--- src/rtl/step_sequencer.sv ---
// Stepper-motor step sequencer: on a rising edge of start, issues step_count
// one-hot phase rotations spaced step_period clocks apart, with abort support.
module step_sequencer #(
    parameter int unsigned STEP_W   = 16,
    parameter int unsigned PERIOD_W = 16
) (
    input  logic                clock,
    input  logic                reset_n,
    input  logic                start,
    input  logic                abort,
    input  logic                direction,
    input  logic [STEP_W-1:0]   step_count,
    input  logic [PERIOD_W-1:0] step_period,
    output logic [3:0]          phase,
    output logic                step_pulse,
    output logic                busy,
    output logic                done,
    output logic [STEP_W-1:0]   steps_remaining
);

    typedef enum logic [1:0] {
        IDLE = 2'd0,
        LOAD = 2'd1,
        RUN  = 2'd2,
        DONE = 2'd3
    } state_t;

    state_t                state;
    state_t                state_d;
    logic [1:0]            start_hist;
    logic                  start_edge_c;
    logic                  dir_q;
    logic                  dir_d;
    logic [PERIOD_W-1:0]   reload_q;
    logic [PERIOD_W-1:0]   reload_d;
    logic [PERIOD_W-1:0]   period_cnt;
    logic [PERIOD_W-1:0]   period_cnt_d;
    logic [PERIOD_W-1:0]   load_reload_c;
    logic [3:0]            phase_d;
    logic [3:0]            phase_rot_c;
    logic [STEP_W-1:0]     remaining_d;
    logic                  step_pulse_d;
    logic                  busy_d;
    logic                  done_d;

    assign start_edge_c  = (start_hist == 2'b01);
    // A zero period behaves as a period of one clock.
    assign load_reload_c = (step_period == '0) ? '0 : step_period - PERIOD_W'(1);
    assign phase_rot_c   = dir_q ? {phase[2:0], phase[3]} : {phase[0], phase[3:1]};

    // State register
    always_ff @(posedge clock or negedge reset_n) begin
        if (!reset_n) begin
            state <= IDLE;
        end else begin
            state <= state_d;
        end
    end

    // Next-state and datapath next values
    always_comb begin
        state_d      = state;
        dir_d        = dir_q;
        reload_d     = reload_q;
        period_cnt_d = period_cnt;
        phase_d      = phase;
        remaining_d  = steps_remaining;
        step_pulse_d = 1'b0;
        done_d       = 1'b0;

        case (state)
            IDLE: begin
                if (start_edge_c) begin
                    state_d = LOAD;
                end
            end
            LOAD: begin
                if (abort) begin
                    state_d = IDLE;
                end else begin
                    dir_d        = direction;
                    reload_d     = load_reload_c;
                    period_cnt_d = load_reload_c;
                    remaining_d  = step_count;
                    state_d      = (step_count == '0) ? DONE : RUN;
                end
            end
            RUN: begin
                // Abort takes priority over a step falling due in the same clock.
                if (abort) begin
                    state_d = IDLE;
                end else if (period_cnt != '0) begin
                    period_cnt_d = period_cnt - PERIOD_W'(1);
                end else begin
                    step_pulse_d = 1'b1;
                    phase_d      = phase_rot_c;
                    remaining_d  = steps_remaining - STEP_W'(1);
                    period_cnt_d = reload_q;
                    if (steps_remaining <= STEP_W'(1)) begin
                        state_d = DONE;
                    end
                end
            end
            DONE: begin
                done_d  = 1'b1;
                state_d = IDLE;
            end
            default: begin
                state_d = IDLE;
            end
        endcase

        busy_d = (state_d == LOAD) || (state_d == RUN);
    end

    // Registered datapath and outputs
    always_ff @(posedge clock or negedge reset_n) begin
        if (!reset_n) begin
            start_hist      <= 2'b00;
            dir_q           <= 1'b0;
            reload_q        <= '0;
            period_cnt      <= '0;
            phase           <= 4'b0001;
            steps_remaining <= '0;
            step_pulse      <= 1'b0;
            busy            <= 1'b0;
            done            <= 1'b0;
        end else begin
            start_hist      <= {start_hist[0], start};
            dir_q           <= dir_d;
            reload_q        <= reload_d;
            period_cnt      <= period_cnt_d;
            phase           <= phase_d;
            steps_remaining <= remaining_d;
            step_pulse      <= step_pulse_d;
            busy            <= busy_d;
            done            <= done_d;
        end
    end

endmodule

--- config.mk ---
export PLATFORM = sky130hd
export DESIGN_NAME = step_sequencer
export DESIGN_NICKNAME = d
export VERILOG_FILES = /design/src/rtl/step_sequencer.sv
export SDC_FILE = /design/constraint.sdc
export NUM_CORES = 1
export LEC_CHECK = 0
export ABC_AREA = 0
export CORE_MARGIN = 2
export CORE_UTILIZATION = 52
export CTS_CLUSTER_SIZE = 40
export DETAILED_ROUTE_END_ITERATION = 8
export DONT_BUFFER_PORTS = 1
export PLACE_DENSITY = 0.73
export REMOVE_ABC_BUFFERS = 1
export SLEW_MARGIN = 20
export SYNTH_ARGS = -nofsm -noshare
export SYNTH_HDL_FRONTEND = slang
export SYNTH_SLANG_ARGS = --single-unit
--- constraint.sdc ---
create_clock -name clock -period 2.5 [get_ports clock]
set_input_delay 0.625 -clock clock [delete_from_list [all_inputs] [get_ports clock]]
set_output_delay 0.625 -clock clock [all_outputs]
set_load 0.03 [all_outputs]
### Yosys cells after proc, flatten, opt, wreduce, memory -nomap -nowiden

Index checks and enable logic that the tools add are counted.

* word-level logic and storage cells: 56
* register bits after elaboration: 60
* bits of input ports: 37
* output and inout port bits: 23

* mux-type cells: 21
* $lt $le $gt $ge: 1
* bitwise operators: 2
* eq/ne operators: 9
* $add $sub $neg: 3
* reduce and logical (&&, ||, !) cells: 10

Operator list (count)
* 16-bit two-way mux: 7
* 16-bit one-hot mux with 2 select lines: 2
* 16-bit by 1-bit subtractor with 16-bit output, second input constant: 3
* 16-bit zero test: 2
* 16-bit by 1-bit less-or-equal comparator with 1-bit output, second input constant: 1
* 16-bit nonzero test: 1
* 2-bit two-way mux: 5
* 2-bit one-hot mux with 4 select lines: 1
* 2-bit by 1-bit equality test with 1-bit output, second input constant: 3
* 2-bit equality test, second input constant: 3
* 2-bit inequality test, second input constant: 3
* 3-bit AND reduction: 2
* 1-bit two-way mux: 5
* 4-bit two-way mux: 1
* 4-bit AND reduction: 1
* 2-bit zero test: 1
* 1-bit inverter: 2
* 2-bit AND reduction: 1
* 2-bit nonzero test: 1
* 1-bit logical OR: 1

### Longest topological paths before layout

* depth after elaboration: 7
* mapped depth: 9
* depth with buffers taken out: 8

### Worst setup path before layout

OpenSTA, ideal clock, no wires.

* path type: register to register
* from: register period_cnt[0]
* to: register period_cnt[11]
* setup slack: 37 ps
* arrival time: 2337 ps
* cell stages (with the launch flop): 9
* cells stage by stage: dfrtp_1 inv_1 ha_1 or4b_4 or4_4 buf_6 o21ai_4 o21ai_1 a221o_1

* longest elaborated chain between the ends: 4
* elaborated cells between the ends (all ways): 5
* classes of those cells: add/sub: 1; mux: 3; reduce/logical: 1

Ends and longest elaborated chain
* from (decl): RTL line 36 `logic [PERIOD_W-1:0] period_cnt;`
* from (signal assigned): RTL line 132 `period_cnt <= period_cnt_d;`
* 16-bit by 1-bit subtractor with 16-bit output or 16-bit nonzero test (tied branches): RTL line 93, 92
* 16-bit two-way mux (*): RTL line 92 `end else if (period_cnt != '0) begin`
* 16-bit two-way mux (*): RTL line 90 `if (abort) begin`
* 16-bit one-hot mux with 2 select lines (*): RTL line 71 `case (state)`

Every way passes the cells marked *; elsewhere a longest branch is shown, timed or not. The select of a mux whose other input is x is not followed.
A chain may end at the register's enable or synchronous reset.

### Worst setup path in the final report

* from: register period_cnt[0]
* to: register period_cnt[9]

Same word-level chain as after synthesis.

==> impl_metrics.sql <==
INSERT INTO impl_metrics (metric_group, metric, value, unit) VALUES
('floorplanning', 'fp.coreArea', '6907', 'um2'),
('finish', 'final_core_utilization', '0.6129', ''),
('setup_path', 'critPathKind', 'reg2reg', ''),
('finish', 'final_layout_size_suffix_gt1_frac', '0.1604', ''),
('hold_path', 'hold_class', 'in2async', ''),
('detailed_routing', 'num_vias', '3516', ''),
('cts', 'clock_latency_of_the_later_clocked_register_in_the_worst_skew_pair', '0.35', 'ns'),
('setup_path', 'crit_required', '2.74', 'ns'),
('placement', 'dpl.hpwl', '7346', 'um'),
('cts', 'h-tree-depth', '3', ''),
('setup_path', 'endpoint_kind', 'flop', ''),
('timing', 'setup_skew_after_layout', '0.01255', 'ns'),
('synth', 'yosys_warnings', '0', ''),
('detailed_routing', 'viasPerCell', '6.381', ''),
('detailed_routing', 'met1_length', '4385', 'um'),
('detailed_routing', 'remaining_drc_errors', '0', ''),
('pwr', 'p_leak', '1.710', 'nW'),
('synth', 'synth.avg_cell_area', '8.758', 'um2'),
('detailed_routing', 'routed_wire_length_per_instance', '18.70', 'um'),
('setup_path', 'worstPathMaxFanout', '3', ''),
('detailed_routing', 'detail_route.wirelength', '10300', 'um'),
('detailed_routing', 'met2_wirelength', '5025', 'um'),
('finish', 'layout.nets', '491', ''),
('synth', 'post_synth_instance_area', '3757', 'um2'),
('cts', 'cts_buffers', '9', ''),
('floorplanning', 'die_area', '7922', 'um2'),
('cts', 'clock_pin_slew_on_the_worst_setup_and_hold_paths', '0.07', 'ns'),
('grt', 'grt_max_degree', '60', ''),
('timing', 'timing_max_transition_violations_final', '0', ''),
('setup_path', 'timing.critical_path.slowest_stage_cell', 'or4b_4', ''),
('detailed_routing', 'antenna_violating_nets_post_route', '0', ''),
('synth', 'ys_types', '77', ''),
('cts', 'clock_tree.root_cell', 'clkbuf_8', ''),
('pwr', 'power_density', '811.7', 'nW/um2'),
('timing', 'timing.final.crit_period', '2.423', 'ns'),
('synth', 'synth.ff_latch_count', '60', ''),
('detailed_routing', 'route.met3.wl', '785', 'um'),
('synth', 'synth_largest_area_cell', 'dfrtp_1', ''),
('setup_path', 'worstPathCellList', 'inv_1 -> ha_1 -> or4b_4 -> buf_4 -> nor4_4 -> nand2_1 -> mux2_1 -> a221o_1', ''),
('grt', 'first_global_vias', '3449', ''),
('timing', 'hold_violation_total_from_the_final_report', '0', ''),
('setup_path', 'worst_setup_start_kind', 'flop', ''),
('pwr', 'worst_case_vdd_ir_drop', '0.2944', 'mV'),
('synth', 'async_flop_share', '1.000', ''),
('floorplanning', 'placementRows', '30', ''),
('placement', 'total_of_buffers_placed_on_input_and_output_ports', '0', ''),
('cts', 'post-cts-setup-buffers', '0', ''),
('grt', 'antenna_violations_before_repair', '0', ''),
('floorplanning', 'die_y', '89.01', 'um'),
('timing', 'max_freq', '412.7', 'MHz'),
('cts', 'cts_sinks', '60', ''),
('timing', 'final.setup.tns', '0', 'ns'),
('setup_path', 'critical-path-max-stage-delay', '0.46', 'ns'),
('timing', 'slew_headroom', '0.5830', ''),
('setup_path', 'critical_path_arrival', '2.66', 'ns'),
('synth', 'number_of_enable_flip_flop_cells_after_synthesis', '0', ''),
('placement', 'gp_routability_congestion', '0.9248', ''),
('detailed_routing', 'drt_pre_antenna_iters', '5', ''),
('finish', 'layout_common_cells', '59 x dfrtp_1, 49 x nand2_1, 38 x nor2_1, 38 x o21ai_0, 33 x buf_4', ''),
('cts', 'clock_path_buffers', '2', ''),
('cts', 'cts_tree', 'built', ''),
('floorplanning', 'initial_core_util', '0.5440', ''),
('synth', 'synth-seq-area-share', '0.3999', ''),
('floorplanning', 'num_io_pins', '60', ''),
('outcome', 'status', 'complete, no violations', ''),
('setup_path', 'reg2regPathDepth', '8', ''),
('finish', 'final_common_cell', 'dfrtp_1', ''),
('synth', 'most_used_dff_post_synth', 'dfrtp_1', ''),
('timing', 'setup-violations-final', '0', ''),
('timing', 'max_slew.worst_pin.slew', '0.6239', 'ns'),
('timing', 'rsz0062_at_grt', 'false', ''),
('synth', 'syn_inst', '429', ''),
('timing', 'timing.final.crit_share', '0.9693', ''),
('floorplanning', 'die_width', '89.01', 'um'),
('finish', 'layout_overhead_on_the_synthesized_area', '12.65', '%'),
('detailed_routing', 'detailedRoute.firstIterationViolations', '269', ''),
('run', 'timing.max_cap.violations', '0', ''),
('grt', 'groute.usage.overall', '0.2742', ''),
('finish', 'antenna_cells_inserted', '0', ''),
('grt', 'grt_pass1_wl', '16420', 'um'),
('grt', 'grt-ovfl-total', '0', ''),
('synth', 'synth_top_cells_by_area', 'dfrtp_1 39%, o21ai_0 5.1%, nand2_1 4.9%', ''),
('synth', 'synth_top_area_share', '0.3929', ''),
('detailed_routing', 'route.top_layer_used', 'met4', '');
[state kept, by name, indices dropped and copies added, names as in the netlist]
name             flops
busy                 1
dir_q                1
done                 1
period_cnt          16
phase                4
reload_q            16
start_hist           2
state                2
step_pulse           1
steps_remaining     16
[kinds of logic after synthesis]
kind of cell    share of synthesized area
buf+inv                           0.05261
flops                              0.3999
xor+xnor                          0.02331
fa+ha+maj                         0.01332
compound gates                     0.2454
mux                               0.02198
simple gates                       0.2434
[worst paths after layout]
path	startpoint	end	slack, ns
min	reset_n	phase[0]	0.12
max reg2reg	period_cnt[0]	period_cnt[9]	0.08
min in group clock	start	start_hist[0]	0.30
max	period_cnt[0]	period_cnt[9]	0.08
max in group asynchronous	reset_n	period_cnt[4]	2.10
min reg2reg	start_hist[0]	start_hist[1]	0.41
[synthesized netlist by cell type, types with 4 or more instances]
master     instances
dfrtp_1           59
nand2_1           49
nor2_1            38
o21ai_0           38
a21oi_1           21
nor3_1            17
nor4_1            16
clkbuf_1          14
inv_1             12
nand3_1           12
nand4_1           10
mux2i_1            6
xnor2_1            6
o2bb2ai_1          5
a211o_1            4
a21o_1             4
a21oi_2            4
a221o_1            4
a22oi_1            4
a31oi_1            4
buf_6              4
ha_1               4
o211ai_1           4
o21ai_1            4
xor2_1             4
[report_power, final]
| part | switching, mW | total [mW] | internal [mW] | leakage, nW |
|---|---|---|---|---|
| Clock | 0.384 | 0.942 | 0.558 | 0.103 |
| Sequential | 0.374 | 1.57 | 1.20 | 0.742 |
| Combinational | 0.517 | 0.920 | 0.403 | 0.865 |
| Total | 1.28 | 3.44 | 2.16 | 1.71 |
[metal layers]
layer,vias to the layer above,GRT usage
met5,-,0
li1,1645,-
met4,0,0.07734
met2,165,0.4613
met1,1698,0.3473
met3,8,0.07664
[metrics by stage]
stage          cell area (um2)  cells  hold slack [ns]  power [mW]  worst slack (ns)
6_report                  4233    551           0.1189       3.436           0.07670
5_1_grt                   4233    551          0.09809       3.635        0.00007327
4_1_cts                   4233    551           0.1111       3.439           0.05358
3_5_place_dp              3996    534           0.3307       2.464           0.06964
3_3_place_gp              3996    534           0.3309       2.425            0.1332
2_1_floorplan             3608    404           0.3294       2.121           -0.1517
[area by class of cell]
class,instances,area [um2]
clock inverters,5,77.57
clock buffers,11,131.4
multi-input cells,331,2057
repair buffers,35,295.3
inverters,13,48.80
well taps,96,120.1
fillers,635,2674
flip-flops and latches,60,1503
[worst max-delay path, delay by kind of cell, from the launching register on]
kind	cells	cell delay, ns
simple gates	3	0.89
buf+inv	2	0.23
mux	1	0.35
flops	1	0.38
fa+ha+maj	1	0.16
compound gates	1	0.31
[repair_timing]
item / 4_1_cts / 5_1_grt
endpoints found under the setup margin: 0 / 3
hold endpoints to repair: 59 / 0
resized for setup: 0 / 0
hold buffers: 1 / 0
Power figures use the tool's default switching activity.
